==> config.mk <==
export PLATFORM = sky130hd
export DESIGN_NAME = crosswalk
export DESIGN_NICKNAME = d
export VERILOG_FILES = /design/src/rtl/crosswalk_pkg.sv /design/src/rtl/crosswalk_timer.sv /design/src/rtl/crosswalk.sv
export SDC_FILE = /design/constraint.sdc
export NUM_CORES = 1
export LEC_CHECK = 0
export BUFFER_PORTS_ARGS = -buffer_cell sky130_fd_sc_hd__buf_4
export CORE_MARGIN = 2
export CORE_UTILIZATION = 47
export CTS_BUF_LIST = sky130_fd_sc_hd__clkbuf_2 sky130_fd_sc_hd__clkbuf_4 sky130_fd_sc_hd__clkbuf_8
export DETAILED_ROUTE_END_ITERATION = 8
export GPL_ROUTABILITY_DRIVEN = 0
export PLACE_DENSITY = 0.65
export SYNTH_ARGS = -nofsm -noshare
export SYNTH_HDL_FRONTEND = slang
export SYNTH_HIERARCHICAL = 1
export SYNTH_SLANG_ARGS = --single-unit
==> constraint.sdc <==
create_clock -name CLK -period 4.95 [get_ports CLK]
set_input_delay 0.495 -clock CLK [delete_from_list [all_inputs] [get_ports CLK]]
set_output_delay 0.495 -clock CLK [all_outputs]
set_load 0.01 [all_outputs]
==> src/rtl/crosswalk_pkg.sv <==
// Shared definitions for the pedestrian-crossing controller: phase timings,
// timer width, state encoding and the lamp pattern shown in each state.
// Lamp vectors are ordered {RR, RY, RG, PR, PG}.
package crosswalk_pkg;

  localparam int GREEN_MIN_CYC = 10;
  localparam int YELLOW_CYC    = 5;
  localparam int CLEAR_CYC     = 2;
  localparam int WALK_CYC      = 20;
  localparam int FLASH_CYC     = 6;

  localparam int MAX_DUR_A = (GREEN_MIN_CYC > YELLOW_CYC) ? GREEN_MIN_CYC : YELLOW_CYC;
  localparam int MAX_DUR_B = (CLEAR_CYC > WALK_CYC) ? CLEAR_CYC : WALK_CYC;
  localparam int MAX_DUR   = (MAX_DUR_A > MAX_DUR_B) ? MAX_DUR_A : MAX_DUR_B;
  localparam int TIMER_W   = $clog2(MAX_DUR) + 1;

  typedef logic [TIMER_W-1:0] timer_t;

  // Timer reload values: a timed state lasts exactly its duration because it
  // leaves on the cycle the down-counter reads zero.
  localparam timer_t GREEN_MIN_T   = timer_t'(GREEN_MIN_CYC);
  localparam timer_t YELLOW_LOAD_T = timer_t'(YELLOW_CYC - 1);
  localparam timer_t CLEAR_LOAD_T  = timer_t'(CLEAR_CYC - 1);
  localparam timer_t WALK_LOAD_T   = timer_t'(WALK_CYC - 1);
  localparam timer_t FLASH_T       = timer_t'(FLASH_CYC);

  typedef enum logic [2:0] {
    ROAD_GREEN,
    ROAD_YELLOW,
    CLEAR_IN,
    PED_WALK,
    CLEAR_OUT
  } state_e;

  localparam int LAMP_RR = 4;
  localparam int LAMP_RY = 3;
  localparam int LAMP_RG = 2;
  localparam int LAMP_PR = 1;
  localparam int LAMP_PG = 0;

  localparam logic [4:0] LAMPS_GREEN  = 5'b00110;
  localparam logic [4:0] LAMPS_YELLOW = 5'b01010;
  localparam logic [4:0] LAMPS_CLEAR  = 5'b10010;
  localparam logic [4:0] LAMPS_WALK   = 5'b10001;

  function automatic logic [4:0] lamps_of(input state_e s);
    case (s)
      ROAD_GREEN:  return LAMPS_GREEN;
      ROAD_YELLOW: return LAMPS_YELLOW;
      PED_WALK:    return LAMPS_WALK;
      default:     return LAMPS_CLEAR;
    endcase
  endfunction

endpackage

==> src/rtl/crosswalk_timer.sv <==
// Phase timer: loadable counter that can count down (timed phases) or up
// (green dwell count), with a zero flag used as the phase-done indication.
module crosswalk_timer #(
  parameter int WIDTH = 6
) (
  input  logic             CLK,
  input  logic             RST,
  input  logic             load,
  input  logic [WIDTH-1:0] load_val,
  input  logic             dec,
  input  logic             inc,
  output logic [WIDTH-1:0] count,
  output logic             zero
);

  logic [WIDTH-1:0] count_q, count_d;

  // Next count: load has priority, then down-count, then up-count.
  always_comb begin
    // NOTE: every always_comb output gets a default first so no path leaves it unassigned (no latch).
    count_d = count_q;
    if (load)      count_d = load_val;
    else if (dec)  count_d = count_q - WIDTH'(1);
    else if (inc)  count_d = count_q + WIDTH'(1);
  end

  // Counter register with synchronous reset.
  always_ff @(posedge CLK) begin
    // NOTE: state registers use non-blocking assignments so every flop samples pre-edge values.
    if (RST) count_q <= '0;
    else     count_q <= count_d;
  end

  assign count = count_q;
  assign zero  = (count_q == '0);

endmodule

==> src/rtl/crosswalk.sv <==
// Pedestrian-crossing controller top: road rests on green; a latched pedestrian
// request runs yellow -> all-red -> walk -> all-red -> green. Lamps are registered
// and always reflect the current state.
// Optional build macro PED_FLASH_EN: pedestrian green flashes (starting dark)
// during the last FLASH_CYC cycles of the walk phase.
module crosswalk
  import crosswalk_pkg::*;
(
  input  logic CLK,
  input  logic RST,
  input  logic BUTTON,
  input  logic SENSOR,
  output logic PR,
  output logic PG,
  output logic RR,
  output logic RG,
  output logic RY
);

  state_e     state_q, state_d;
  logic       req_q, req_d;
  logic [4:0] lamps_q, lamps_d;

  logic   tmr_load, tmr_dec, tmr_inc, tmr_zero;
  timer_t tmr_load_val, tmr_count;

  crosswalk_timer #(.WIDTH(TIMER_W)) u_timer (
    .CLK      (CLK),
    .RST      (RST),
    .load     (tmr_load),
    .load_val (tmr_load_val),
    .dec      (tmr_dec),
    .inc      (tmr_inc),
    .count    (tmr_count),
    .zero     (tmr_zero)
  );

  // Next-state and timer control; green counts up, timed phases count down.
  always_comb begin
    state_d      = state_q;
    tmr_load     = 1'b0;
    tmr_load_val = '0;
    tmr_dec      = 1'b0;
    tmr_inc      = 1'b0;
    case (state_q)
      ROAD_GREEN: begin
        if ((req_q || BUTTON) && ((tmr_count >= GREEN_MIN_T) || !SENSOR)) begin
          state_d      = ROAD_YELLOW;
          tmr_load     = 1'b1;
          tmr_load_val = YELLOW_LOAD_T;
        end else begin
          tmr_inc = (tmr_count < GREEN_MIN_T);
        end
      end
      ROAD_YELLOW: begin
        if (tmr_zero) begin
          state_d      = CLEAR_IN;
          tmr_load     = 1'b1;
          tmr_load_val = CLEAR_LOAD_T;
        end else tmr_dec = 1'b1;
      end
      CLEAR_IN: begin
        if (tmr_zero) begin
          state_d      = PED_WALK;
          tmr_load     = 1'b1;
          tmr_load_val = WALK_LOAD_T;
        end else tmr_dec = 1'b1;
      end
      PED_WALK: begin
        if (tmr_zero) begin
          state_d      = CLEAR_OUT;
          tmr_load     = 1'b1;
          tmr_load_val = CLEAR_LOAD_T;
        end else tmr_dec = 1'b1;
      end
      CLEAR_OUT: begin
        if (tmr_zero) begin
          state_d      = ROAD_GREEN;
          tmr_load     = 1'b1;
          tmr_load_val = '0;
        end else tmr_dec = 1'b1;
      end
      default: state_d = ROAD_GREEN;
    endcase
  end

  // Request latch: any press outside the walk phase is remembered; walk entry serves it.
  always_comb begin
    req_d = req_q;
    if (state_q != PED_WALK && BUTTON)                req_d = 1'b1;
    if (state_q != PED_WALK && state_d == PED_WALK)   req_d = 1'b0;
  end

  // Lamp pattern for the next cycle, including the optional walk-tail flash.
  always_comb begin
    lamps_d = lamps_of(state_d);
`ifdef PED_FLASH_EN
    // Next cycle is inside the flash window when the timer will read below FLASH_CYC.
    if (state_q == PED_WALK && !tmr_zero && tmr_count <= FLASH_T) begin
      lamps_d[LAMP_PG] = (tmr_count == FLASH_T) ? 1'b0 : ~lamps_q[LAMP_PG];
    end
`endif
  end

  // State, request and lamp registers; reset forces road green / ped red.
  always_ff @(posedge CLK) begin
    if (RST) begin
      state_q <= ROAD_GREEN;
      req_q   <= 1'b0;
      lamps_q <= LAMPS_GREEN;
    end else begin
      state_q <= state_d;
      req_q   <= req_d;
      lamps_q <= lamps_d;
    end
  end

  assign RR = lamps_q[LAMP_RR];
  assign RY = lamps_q[LAMP_RY];
  assign RG = lamps_q[LAMP_RG];
  assign PR = lamps_q[LAMP_PR];
  assign PG = lamps_q[LAMP_PG];

endmodule

==> impl_metrics.toml <==
[status]
status = "finished clean"

[placed_design]
place_worst_setup_slack_ns = 1.80
dpl_cell_area_mm2 = 0.00108
numPortBuffers = 8
place_inst = 151
dp_hpwl_mm = 1.48

[synthesis]
seq_area_frac_synth = 0.293
syn_area_per_cell_um2 = 8.48
yosysUniqueCellTypes = 48
ys_top_cells_by_count = "17 x nor2_1, 15 x a21oi_1, 15 x dfxtp_1"
synth_top_area_cell = "dfxtp_1"
post-synth-top-count-cell = "nor2_1"
ys.flop_type = "dfxtp_1"
synth_top_cell_area_share = 0.293
synth_warnings = 6
ys_ff_latch = 15
postSynthCellCount = 121
synth-edff-count = 0
netlist_area_mm2 = 0.00103
synthArstFlopShare = 0
synthTopCellsByArea = "dfxtp_1 29%, a21oi_1 7.3%, nor2_1 6.2%"

[grt]
grt_pass1_wl_mm = 3.52
grt-ovfl-total = 0
grt.total_usage = 0.183
grt_max_degree = 14
grt_pass1_vias = 775
antenna_found_initial = 0

[floorplan]
fp.dieArea_mm2 = 0.00257
dieWidth_um = 50.7
core-area_mm2 = 0.00200
initial_core_util = 0.513
rows = 16
io_pins = 9
chipHeight_um = 50.7

[hold_path]
hold_class = "in2reg"

[final_layout]
finalNonFillerCells = 155
drive_gt1_frac = 0.195
final_util = 0.556
final_area_mm2 = 0.00111
n_antenna_cell = 0
syn_to_final_growth_pct = 8.41
layout.nets = 138

[timing]
report.final.hold_viol_count = 0
grt_setup_unrepaired = "no"
tightest_slew_ns = 0.934
fmax_ghz = 0.309
final.period_utilization = 0.653
finalCriticalPeriod_ns = 3.23
worst_hold_slack_ns = 0.485
finClkSkew_ns = 0.00679
finalSetupTns_ns = 0
max_slew_margin = 0.372
setup_viol = 0
worst_slack_ns = 1.72
report.final.slew_viol_count = 0

[cts]
cts_resized = 0
cts_buffer_depth = 2
cts_tree = "done"
cts_made_buffers = 3
cts_hold_buffers = 0
clk-insertion-delay-late_ns = 0.28
cts-root-buf = "clkbuf_4"
h-tree-depth = 1
clk_pin_slew_ns = 0.10
cts_setup_buffers = 0
cts.sinks = 15

[setup_path]
criticalPathCategory = "reg2reg"
crit_arrival_ns = 3.44
cp_max_fo = 11
startpoint_type = "flip-flop"
cp-end-kind = "flip-flop"
cp_slowest_stage_delay_ns = 0.73
required_ns = 5.16
crit_family = "simple AND/OR/NAND/NOR gates"
crit_buf_inv = 0
cp_slowest_cell = "nor3_1"
cp_cell_sequence = "or4_1 -> nor3_1 -> nor2_1 -> ha_1 -> a21o_1 -> a21oi_1 -> o21ai_2 -> xnor2_1 -> a211oi_1"

[power]
p_leak_nw = 0.456
power_mw = 0.749
powerDensity_mw_per_mm2 = 674
worst_ir_drop_vdd_mv = 0.299

[route]
num_vias = 840
ant_nets = 0
drc = 0
routed_wl_mm = 2.03
vias_per_cell = 5.42
drt-initial-drc-count = 15
wl_per_cell_um = 13.1
drtPass1Iterations = 4

[flow_run]
maxCapViolations = 0
## worst paths after layout
check                                              startpoint                       endpoint  slack [ns]  cells past startpoint
worst max-delay path            u_timer/count[1]$_SDFFE_PP0P_  u_timer/count[5]$_SDFFE_PP0P_        1.72                      9
worst min-delay path                                      RST  u_timer/count[4]$_SDFFE_PP0P_        0.49                      2
worst max register to register  u_timer/count[1]$_SDFFE_PP0P_  u_timer/count[5]$_SDFFE_PP0P_        1.72                      9
worst min register to register             req_q$_SDFFE_PP0P_             req_q$_SDFFE_PP0P_        0.53                      2
## per-layer routing
layer,global-route usage,wire length [um]
met1,0.266,1120
met2,0.274,810
met3,0.0357,81
met4,0.0541,12
met5,0,0
## worst reg2reg max path, cell delays in order, from the launching register on
cell and delay, ns:
dfxtp_1 0.37, or4_1 0.50, nor3_1 0.73, nor2_1 0.34, ha_1 0.45, a21o_1 0.20, a21oi_1 0.16, o21ai_2 0.08
xnor2_1 0.13, a211oi_1 0.21
## layout make-up
| class | count | area, um2 |
|---|---|---|
| inverters | 7 | 26.3 |
| clock inverters | 1 | 5.00 |
| multi-input cells | 94 | 664 |
| flip-flops and latches | 15 | 300 |
| clock buffers | 3 | 22.5 |
| well taps | 27 | 33.8 |
| repair buffers | 8 | 60.1 |
| fillers | 207 | 890 |
## cells in the final DEF (no fill, tap or decap), types with 3 or more instances in the layout
cell type	n
clkbuf_4	3
a21oi_1	15
inv_1	7
nor2_1	17
ha_1	4
dfxtp_1	15
nand2_1	4
o21ai_0	3
buf_4	8
xor2_1	4
nor3_1	3
## flip-flops by register name, indices dropped and copies added (netlist names)
register	flops
lamps_q	5
req_q	1
state_q	3
u_timer/count	6
## power breakdown
part           switching (mW)  internal [mW]  total [mW]
combinational           0.275          0.204       0.480
sequential             0.0422          0.157       0.199
clock                  0.0404         0.0300      0.0704
## logic make-up (layout without fill, tap and decap cells)
logic type / after synthesis / count (layout) / share of synthesized area
compound gates: 39 / 39 / 0.287
flops: 15 / 15 / 0.293
simple gates: 41 / 41 / 0.224
mux: 1 / 1 / 0.00976
xor+xnor: 6 / 6 / 0.0512
buf+inv: 13 / 19 / 0.0634
other cells: 1 / 2 / 0.00366
fa+ha+maj: 5 / 5 / 0.0683
No activity file was read; power rests on OpenSTA's default activity.
